File: config.mk
export PLATFORM = sky130hd
export DESIGN_NAME = cover_toggle_collector_flat
export DESIGN_NICKNAME = d
export VERILOG_FILES = /design/src/rtl/cover_pkg.sv /design/src/rtl/cover_toggle_collector_if.sv /design/src/rtl/cover_prio_enc.sv /design/src/rtl/cover_toggle_collector.sv /design/src/flat_wrapper.sv
export SDC_FILE = /design/constraint.sdc
export NUM_CORES = 1
export LEC_CHECK = 0
export CAP_MARGIN = 20
export CORE_ASPECT_RATIO = 0.6
export CORE_MARGIN = 1
export CORE_UTILIZATION = 53
export DETAILED_ROUTE_END_ITERATION = 12
export DONT_BUFFER_PORTS = 1
export PLACE_DENSITY = 0.66
export SYNTH_ARGS = -nofsm -noshare
export SYNTH_HDL_FRONTEND = slang
export SYNTH_SLANG_ARGS = --single-unit
File: constraint.sdc
create_clock -name clock -period 13.5 [get_ports clock]
set_clock_uncertainty 0.1 [all_clocks]
set_input_delay 4.05 -clock clock [delete_from_list [all_inputs] [get_ports clock]]
set_output_delay 4.05 -clock clock [all_outputs]
set_load 0.01 [all_outputs]
File: src/rtl/cover_pkg.sv
// Shared types and constants for the cover-point toggle collector.
package cover_pkg;

  // FIRST_HIT reports a point once until cleared; RISE reports every 0->1 edge.
  typedef enum logic {
    FIRST_HIT = 1'b0,
    RISE      = 1'b1
  } cover_mode_t;

  // Report FSM: EMPTY presents nothing, HOLD presents rpt_index until accepted.
  typedef enum logic {
    EMPTY = 1'b0,
    HOLD  = 1'b1
  } rpt_state_t;

  // Width of the global cover index carried on the report channel.
  localparam int COVER_IDX_W = 64;

endpackage

File: src/rtl/cover_toggle_collector_if.sv
// Report channel: valid/ready handshake carrying a global cover index.
interface cover_toggle_collector_if;
  import cover_pkg::*;

  logic                   rpt_valid;
  logic                   rpt_ready;
  logic [COVER_IDX_W-1:0] rpt_index;

  modport master (output rpt_valid, output rpt_index, input rpt_ready);
  modport slave  (input rpt_valid, input rpt_index, output rpt_ready);

endinterface

File: src/rtl/cover_prio_enc.sv
// Lowest-set-bit priority encoder used to pick the next pending cover point.
module cover_prio_enc #(
  parameter int WIDTH = 44,
  parameter int IDX_W = 6
) (
  input  logic [WIDTH-1:0] mask,
  output logic [IDX_W-1:0] index,
  output logic             any
);

  // Scan from the top down so the lowest set bit is the last one written.
  always_comb begin
    index = '0;
    any   = 1'b0;
    for (int i = WIDTH - 1; i >= 0; i--) begin
      if (mask[i]) begin
        index = IDX_W'(i);
        any   = 1'b1;
      end
    end
  end

endmodule

File: src/rtl/cover_toggle_collector.sv
// Collects per-point cover events into a sticky hit bitmap and a pending set,
// and drains pending points one per cycle over a valid/ready report channel.
//
// state | meaning
// EMPTY | no report presented, loads lowest pending bit when one exists
// HOLD  | rpt_index presented; on acceptance reload next pending or go EMPTY
module cover_toggle_collector
  import cover_pkg::*;
#(
  parameter int          COVER_WIDTH = 44,
  parameter int          COVER_INDEX = 0,
  parameter int          COVER_TOTAL = 38253,
  parameter cover_mode_t COVER_MODE  = FIRST_HIT,
  localparam int         CNT_W       = $clog2(COVER_WIDTH + 1)
) (
  input  logic                     clock,
  input  logic                     reset,
  input  logic [COVER_WIDTH-1:0]   valid,
  input  logic                     enable,
  input  logic                     clear,
  cover_toggle_collector_if.master rpt,
  output logic [CNT_W-1:0]         hit_count,
  output logic                     all_hit
);

  localparam int IDX_W = (COVER_WIDTH > 1) ? $clog2(COVER_WIDTH) : 1;

  if (COVER_WIDTH < 1 || COVER_WIDTH > 1024) begin : g_bad_width
    $error("cover_toggle_collector: COVER_WIDTH must be in 1..1024");
  end
  if (COVER_INDEX + COVER_WIDTH > COVER_TOTAL) begin : g_bad_range
    $error("cover_toggle_collector: COVER_INDEX+COVER_WIDTH exceeds COVER_TOTAL");
  end

  logic [COVER_WIDTH-1:0] hit;
  logic [COVER_WIDTH-1:0] pending;
  logic [COVER_WIDTH-1:0] valid_q;
  logic [COVER_WIDTH-1:0] new_ev;
  logic [COVER_WIDTH-1:0] load_mask;
  logic [COVER_WIDTH-1:0] pending_nxt;
  logic [IDX_W-1:0]       sel_idx;
  logic                   sel_any;
  logic                   load;
  logic [CNT_W-1:0]       pop;
  rpt_state_t             state;

  cover_prio_enc #(
    .WIDTH (COVER_WIDTH),
    .IDX_W (IDX_W)
  ) u_prio (
    .mask  (pending),
    .index (sel_idx),
    .any   (sel_any)
  );

  // New events, load decision and next pending set. A bit loaded this cycle
  // can be re-raised by an event in the same cycle; in FIRST_HIT the hit bit
  // is already set so it never is. In RISE an edge on an already pending bit
  // simply merges into it.
  always_comb begin
    if (COVER_MODE == RISE) begin
      new_ev = {COVER_WIDTH{enable}} & valid & ~valid_q;
    end else begin
      new_ev = {COVER_WIDTH{enable}} & valid & ~hit;
    end
    load        = sel_any & ~clear & ((state == EMPTY) | rpt.rpt_ready);
    load_mask   = load ? (COVER_WIDTH'(1) << sel_idx) : '0;
    pending_nxt = (pending & ~load_mask) | new_ev;
  end

  // Population count of the hit bitmap, registered below.
  always_comb begin
    pop = '0;
    for (int i = 0; i < COVER_WIDTH; i++) begin
      pop = pop + CNT_W'(hit[i]);
    end
  end

  // Previous-cycle valid for RISE edge detection.
  always_ff @(posedge clock or negedge reset) begin
    if (!reset) begin
      valid_q <= '0;
    end else begin
      valid_q <= valid;
    end
  end

  // Sticky hit bitmap and pending set; clear wipes both and ignores valid.
  always_ff @(posedge clock or negedge reset) begin
    if (!reset) begin
      hit     <= '0;
      pending <= '0;
    end else if (clear) begin
      hit     <= '0;
      pending <= '0;
    end else begin
      hit     <= hit | ({COVER_WIDTH{enable}} & valid);
      pending <= pending_nxt;
    end
  end

  // Registered distinct-hit count, lagging the bitmap by one cycle.
  always_ff @(posedge clock or negedge reset) begin
    if (!reset) begin
      hit_count <= '0;
    end else if (clear) begin
      hit_count <= '0;
    end else begin
      hit_count <= pop;
    end
  end

  assign all_hit = (hit_count == CNT_W'(COVER_WIDTH));

  // Report FSM with registered rpt_valid/rpt_index. An entry already held
  // when clear arrives stays presented until the consumer takes it.
  always_ff @(posedge clock or negedge reset) begin
    if (!reset) begin
      state         <= EMPTY;
      rpt.rpt_valid <= 1'b0;
      rpt.rpt_index <= '0;
    end else begin
      case (state)
        EMPTY: begin
          if (load) begin
            rpt.rpt_index <= COVER_IDX_W'(COVER_INDEX) + COVER_IDX_W'(sel_idx);
            rpt.rpt_valid <= 1'b1;
            state         <= HOLD;
          end
        end
        HOLD: begin
          if (rpt.rpt_ready) begin
            if (load) begin
              rpt.rpt_index <= COVER_IDX_W'(COVER_INDEX) + COVER_IDX_W'(sel_idx);
            end else begin
              rpt.rpt_valid <= 1'b0;
              state         <= EMPTY;
            end
          end
        end
        default: begin
          state         <= EMPTY;
          rpt.rpt_valid <= 1'b0;
        end
      endcase
    end
  end

endmodule

File: src/flat_wrapper.sv
// flat-port wrapper written by rule: the top's interface ports become plain ports
module cover_toggle_collector_flat import cover_pkg::*;
#(
  parameter int          COVER_WIDTH = 44,
  parameter int          COVER_INDEX = 0,
  parameter int          COVER_TOTAL = 38253,
  parameter cover_mode_t COVER_MODE  = FIRST_HIT,
  localparam int         CNT_W       = $clog2(COVER_WIDTH + 1)
)
  (clock, reset, valid, enable, clear, hit_count, all_hit, rpt_rpt_valid, rpt_rpt_index, rpt_rpt_ready);
  cover_toggle_collector_if rpt_i ();
  input  logic clock;
  input  logic reset;
  input  logic [COVER_WIDTH-1:0] valid;
  input  logic enable;
  input  logic clear;
  output logic [CNT_W-1:0] hit_count;
  output logic all_hit;
  output wire logic [$bits(rpt_i.rpt_valid)-1:0] rpt_rpt_valid;
  output wire logic [$bits(rpt_i.rpt_index)-1:0] rpt_rpt_index;
  input wire logic [$bits(rpt_i.rpt_ready)-1:0] rpt_rpt_ready;
  assign rpt_rpt_valid = rpt_i.rpt_valid;
  assign rpt_rpt_index = rpt_i.rpt_index;
  assign rpt_i.rpt_ready = rpt_rpt_ready;
  cover_toggle_collector #(.COVER_WIDTH(COVER_WIDTH), .COVER_INDEX(COVER_INDEX), .COVER_TOTAL(COVER_TOTAL), .COVER_MODE(COVER_MODE)) u_core (.clock(clock), .reset(reset), .valid(valid), .enable(enable), .clear(clear), .rpt(rpt_i), .hit_count(hit_count), .all_hit(all_hit));
endmodule
==> impl_metrics.ini, run 1 <==
[floorplan]
initial_utilization_pct = 55.1
die_y_um = 89.3
rows = 31
die_w_um = 147
coreArea_mm2 = 0.0122
io_pins = 121
dieArea_mm2 = 0.0132

[clocking]
insertion_delay_ns = 0.36
hold_buffers = 0
cts_sinks = 102
cts_max_level = 3
cts_root_buf = clkbuf_16
tritoncts = built
cts_buffer_depth = 2
path_clk_slew_ns = 0.07
post_cts_buffers = 0
cts_resized = 0
cts_buffers = 9

[place]
post_dp_cell_area_mm2 = 0.00660
port_buffers = 0
gp_congestion = 0.910
post-place-ws_ns = 7.49
hpwl_um = 13100

[detailed_routing]
vias = 5171
dr.pass1.iters = 5
drtIter0Drc = 494
wl_per_cell_um = 19.7
routed_wl_um = 17500
viasPerCell = 5.83
drc = 0
ant_nets = 0

[pwr]
pwr-share-comb_pct = 47.9
p_per_area_mw_per_mm2 = 179
peakVddDrop_mv = 0.253
pwr-share-clk_pct = 21.9
switching_power_mw = 0.496
p_leak_nw = 3.19
seqPwrFrac_pct = 30.1
p_int_mw = 0.738
p_sw_share_pct = 40.2

[synth]
synth-xor-area-share_pct = 0.390
yosys_warnings = 0
synth-async-reset-ratio_pct = 100
synth_seq_area_share_pct = 37.9
synthSimpleGateAreaFrac_pct = 18.6
synthMuxAreaShare_pct = 0.167
synth_top_family_by_area = simple AND/OR/NAND/NOR gates
netlist_area_mm2 = 0.00673
synth_compound_area_share_pct = 18.1
synthAdderAreaFrac_pct = 12.3
synth_edf_count = 0
synth_cell_types = 69
synthFlopType = dfrtp_1
syn_area_per_cell_um2 = 9.21
ys_ff_latch = 102
synth_cells = 731

[timing]
setup_tns_ns = 0
relSlewSlack_pct = 43.3
hold_viol = 0
max_freq_mhz = 174
setup_violations = 0
post-route-period-util_pct = 42.6
worst_slack_ns = 7.75
rsz0062_at_grt = false
tightestPinTransition_ns = 0.846
period_minus_slack_ns = 5.75
slew_viol_final = 0

[global_routing]
grt_pass1_vias = 4969
grt_pass1_wl_um = 27600
grt-ovfl-total = 0
grt_max_degree = 103
antenna_found_initial = 0
gr-usage-all-layers_pct = 28.6

[layout]
fin_area_mm2 = 0.00690
num-fill-cells = 1083
seq_area_mm2 = 0.00255
drive_gt1_share_pct = 6.79
nets = 811
area_growth_pct = 2.57
num_antenna_cells = 0
multi_input_area_mm2 = 0.00355

[critical_path]
cp.arrival_ns = 5.90
crit_type = reg -> reg
end_kind = flop
critPathLaunchType = flop
worstPathRequired_ns = 13.65
path_max_fanout = 3

[run]
cap_viol_max_count = 0

[min_path]
hp-class = reg -> reg

[outcome]
status = finished, final reports clean
[area by class of cell]
class / instances / area share [%]
Clock buffer: 12 / 3.57
Clock inverter: 4 / 0.816
Inverter: 79 / 4.30
Multi-Input combinational cell: 525 / 51.4
Sequential cell: 102 / 37.0
Tap cell: 165 / 2.99
[synth_stat cells, drive strengths merged, types with 2 or more instances]
cell / instances / area share [%]
a221oi: 3 / 0.67
nand3b: 15 / 1.9
a221o: 2 / 0.30
dfrtp: 102 / 38
nand2b: 7 / 0.76
a21o: 9 / 1.0
nor2b: 11 / 1.1
a21oi: 84 / 6.3
o311ai: 3 / 0.39
o31ai: 6 / 0.82
nor2: 88 / 4.9
and2: 3 / 0.33
or2: 4 / 0.41
nor3b: 3 / 0.33
inv: 79 / 4.4
fa: 35 / 10
xor2: 2 / 0.26
a31o: 2 / 0.26
nand4: 2 / 0.28
a311oi: 7 / 1.3
o21ai: 19 / 1.6
nand3: 17 / 1.3
buf: 64 / 7.2
nor4: 20 / 2.5
o41ai: 3 / 0.39
a211oi: 6 / 0.67
ha: 10 / 1.9
nor3: 22 / 2.0
nand2: 37 / 2.1
clkbuf: 18 / 1.0
o21bai: 14 / 1.6
or4: 2 / 0.28
a31oi: 16 / 1.5
[kinds of logic after synthesis]
kind of cell | after synthesis
mux | 1
compound gates | 183
other cells | 1
fa+ha+maj | 45
flops | 102
simple gates | 235
xor+xnor | 3
buf+inv | 161
[flip-flops by register name (all words and copies together), names as in the netlist]
signal and flops:
u_core.hit 44, u_core.pending 44, u_core.hit_count 6, u_core.rpt.rpt_index 6, u_core.rpt.rpt_valid 1, u_core.state 1
[critical path, cell delays in order, from the launching register on]
cell     delay, ns
dfrtp_1       0.41
ha_1          0.30
inv_1         0.08
fa_1          0.43
fa_1          0.53
fa_1          0.44
fa_1          0.58
fa_1          0.46
fa_1          0.52
fa_1          0.43
fa_1          0.43
fa_1          0.47
inv_1         0.08
a21o_1        0.12
a21oi_1       0.08
xor2_1        0.14
nor2_1        0.05
[layer usage]
| layer | track usage [%] | vias up | share of wire [%] |
|---|---|---|---|
| li1 | - | 2368 | - |
| met2 | 42.6 | 221 | 43 |
| met1 | 40.9 | 2552 | 46 |
| met5 | 0 | - | 0 |
| met4 | 9.00 | 0 | 2.1 |
| met3 | 7.60 | 30 | 8.8 |
[power by group through the flow]
stage / Combinational [mW] / Clock (mW) / Sequential, mW
4_1_cts: 0.594 / 0.274 / 0.372
3_3_place_gp: 0.557 / 0 / 0.376
3_5_place_dp: 0.585 / 0 / 0.377
6_report: 0.592 / 0.271 / 0.372
5_1_grt: 0.691 / 0.285 / 0.376
2_1_floorplan: 0.455 / 0 / 0.368
[layout by cell type, fill, tap and decap left out, types with 4 or more instances in the layout]
master     instances
a21oi_1           83
o31ai_1            4
ha_1              10
dfrtp_1          102
clkbuf_16          9
fa_1              35
inv_1             79
nor2_1            88
a21o_1             9
conb_1            58
nand3_1           17
nand3b_1          14
nand2b_1           6
nor3_1            19
nor4_1            17
a211oi_1           6
nand2_1           37
a31oi_1           16
o21ai_0           16
a311oi_2           4
nor2b_1           10
o21bai_1          14
[path summary, 6_finish.rpt]
kind,depth (start not counted),slack [ns],end,from
setup / recovery,16,7.75,u_core.hit_count[4]$_DFF_PN0_,u_core.hit[0]$_DFF_PN0_
hold / removal,1,0.34,u_core.rpt.rpt_valid$_DFFE_PN0P_,u_core.state$_DFF_PN0_
setup reg to reg,16,7.75,u_core.hit_count[4]$_DFF_PN0_,u_core.hit[0]$_DFF_PN0_
hold reg to reg,1,0.34,u_core.rpt.rpt_valid$_DFFE_PN0P_,u_core.state$_DFF_PN0_
max in group asynchronous,0,9.86,u_core.hit[42]$_DFF_PN0_,reset
min in group asynchronous,0,3.28,u_core.hit[30]$_DFF_PN0_,reset
[through the flow]
step           total power [mW]  util [%]  hold WS (ns)  cells
2_1_floorplan             0.824         -         0.319    788
3_3_place_gp              0.933      54.0         0.330    871
3_5_place_dp              0.962      54.0         0.336    871
4_1_cts                    1.24      56.5         0.346    887
5_1_grt                    1.35      56.5         0.387    887
6_report                   1.23      56.5         0.345    887
Note: power is estimated with default switching activity, not from simulation.
==> run 2, diff against run 1 <==
--- a/config.mk
+++ b/config.mk
@@ -11,7 +11,7 @@
 export CORE_UTILIZATION = 53
 export DETAILED_ROUTE_END_ITERATION = 12
 export DONT_BUFFER_PORTS = 1
-export PLACE_DENSITY = 0.66
+export PLACE_DENSITY = 0.69
 export SYNTH_ARGS = -nofsm -noshare
 export SYNTH_HDL_FRONTEND = slang
 export SYNTH_SLANG_ARGS = --single-unit
==> constraint.sdc (replaced) <==
create_clock -name clock -period 4.8 [get_ports clock]
set_clock_uncertainty 0.1 [all_clocks]
set_input_delay 1.44 -clock clock [delete_from_list [all_inputs] [get_ports clock]]
set_output_delay 1.44 -clock clock [all_outputs]
set_load 0.01 [all_outputs]
==> impl_metrics.ini, run 2 (synthesized netlist as in run 1, its figures left out) <==
[outcome]
status = finished with violations
violations = setup timing

[critical_path]
crit_type = reg -> reg
end_kind = flop
r2r_cells = 19
critPathLaunchType = flop
reg2reg_to = u_core.hit_count[4]$_DFF_PN0_
crit-reg2reg-launch = u_core.hit[36]$_DFF_PN0_
worstPathRequired_ns = 4.99
path_max_fanout = 2
cp.arrival_ns = 5.74
regToRegSetupSlack_ns = -0.75

[detailed_routing]
routed_wl_um = 17700
ant_nets = 0
wl_per_cell_um = 19.3
dr.pass1.iters = 5
drtIter0Drc = 521
drc = 0
vias = 5251
viasPerCell = 5.73

[floorplan]
io_pins = 121
coreArea_mm2 = 0.0122
rows = 31
die_y_um = 89.3
dieArea_mm2 = 0.0132
die_w_um = 147
initial_utilization_pct = 55.1

[pwr]
p_per_area_mw_per_mm2 = 532
p_leak_nw = 3.33
power.total_mw = 3.80
peakVddDrop_mv = 0.764

[clocking]
cts_buffer_depth = 2
cts_buffers = 9
tritoncts = built
insertion_delay_ns = 0.36
path_clk_slew_ns = 0.07
cts_sinks = 102
cts_max_level = 3
cts_root_buf = clkbuf_16

[global_routing]
grt-ovfl-total = 0
gr-usage-all-layers_pct = 28.4
grt_max_degree = 103
grt_pass1_wl_um = 27500
grt_pass1_vias = 5038
antenna_found_initial = 0

[min_path]
worstHoldStart = u_core.state$_DFF_PN0_
hp-class = reg -> reg
hold_end = u_core.rpt.rpt_valid$_DFFE_PN0P_
min_path_cells = 1

[timing]
period_minus_slack_ns = 5.55
hold_viol = 0
tightestPinTransition_ns = 0.790
worst_slack_ns = -0.751
max_freq_mhz = 180
relSlewSlack_pct = 47.0
slew_viol_final = 0
setup_violations = 6
rsz0062_at_grt = true
post-route-period-util_pct = 116

[layout]
nets = 841
largestRegisters = u_core.hit x44, u_core.pending x44
num-fill-cells = 1055
fin_area_mm2 = 0.00714
final_common_cell = dfrtp_1
final_cell_mix = 102 x dfrtp_1, 87 x nor2_1, 83 x a21oi_1
fin_util_pct = 58.5
drive_gt1_share_pct = 12.1
num_antenna_cells = 0
area_growth_pct = 6.10

[place]
gp_congestion = 0.929
post_dp_cell_area_mm2 = 0.00681
hpwl_um = 13300
port_buffers = 0

[run]
cap_viol_max_count = 0
[run 2: changes by cell type in the layout (fill, tap and decap cells not counted), moves of 2 or more]
cell / previous run / this run
buf_4: 0 / 30
clkbuf_1: 2 / 0
clkinv_4: 3 / 1
clkinvlp_4: 0 / 2
fa_1: 35 / 32
fa_2: 0 / 3
inv_1: 79 / 73
inv_2: 0 / 6
inv_6: 0 / 3
[run 2: how the worst max path moves through the flow]
stage                                   startpoint                            end  cells past startpoint
final                     u_core.hit[36]$_DFF_PN0_  u_core.hit_count[4]$_DFF_PN0_                     19
after global routing      u_core.hit[36]$_DFF_PN0_  u_core.hit_count[4]$_DFF_PN0_                     19
after CTS                 u_core.hit[18]$_DFF_PN0_  u_core.hit_count[4]$_DFF_PN0_                     17
after detailed placement  u_core.hit[30]$_DFF_PN0_  u_core.hit_count[4]$_DFF_PN0_                     17
after global placement    u_core.hit[18]$_DFF_PN0_  u_core.hit_count[4]$_DFF_PN0_                     17
after floorplan            u_core.hit[0]$_DFF_PN0_  u_core.hit_count[4]$_DFF_PN0_                     16
[run 2: critical path, cell delays in order, from the launching register on]
cell     delay [ns]
dfrtp_1        0.38
inv_2          0.07
fa_1           0.53
inv_1          0.05
fa_1           0.47
inv_1          0.05
fa_1           0.49
inv_2          0.05
fa_1           0.50
inv_2          0.05
fa_2           0.57
fa_1           0.44
fa_1           0.46
fa_2           0.38
fa_2           0.40
inv_1          0.07
a21o_1         0.11
a21oi_1        0.07
xor2_1         0.14
nor2_1         0.10
[run 2: cell type report]
type | instances | area (um2) | area share (%)
Clock inverter | 7 | 80.1 | 1.12
Multi-Input combinational cell | 525 | 3560 | 49.8
Inverter | 79 | 297 | 4.15
Timing Repair Buffer | 30 | 225 | 3.15
Sequential cell | 102 | 2550 | 35.7
Clock buffer | 9 | 225 | 3.15
Tap cell | 165 | 206 | 2.89
[run 2: repair_timing]
item | in CTS | in global routing
cloned | 0 | 0
setup buffers | 1 | 2
resized for setup | 2 | 5
endpoints found under the setup margin | 6 | 6
hold buffers | 0 | 0
pin swaps | 2 | 3
[run 2: per-stage QoR]
stage	hold slack, ns	setup WS (ns)	std cells	TNS [ns]
3_5_place_dp	0.341	-0.727	898	-2.91
3_3_place_gp	0.326	-0.604	898	-2.43
5_1_grt	0.372	-0.941	917	-4.14
4_1_cts	0.361	-0.764	915	-3.11
6_report	0.356	-0.751	917	-3.08
2_1_floorplan	0.319	-0.461	788	-1.44
[run 2: power breakdown]
group,switching [mW],internal (mW)
combinational,1.03,0.953
sequential,0.0961,0.949
clock,0.362,0.412
total,1.49,2.31
[run 2: routing by layer]
| metal | global-route usage, % | vias to the layer above | wire length, um |
|---|---|---|---|
| met5 | 0 | - | 0 |
| met4 | 8.06 | 0 | 307 |
| met3 | 7.19 | 25 | 1550 |
| met2 | 42.0 | 222 | 7600 |
| met1 | 41.5 | 2582 | 8230 |
| li1 | - | 2422 | - |
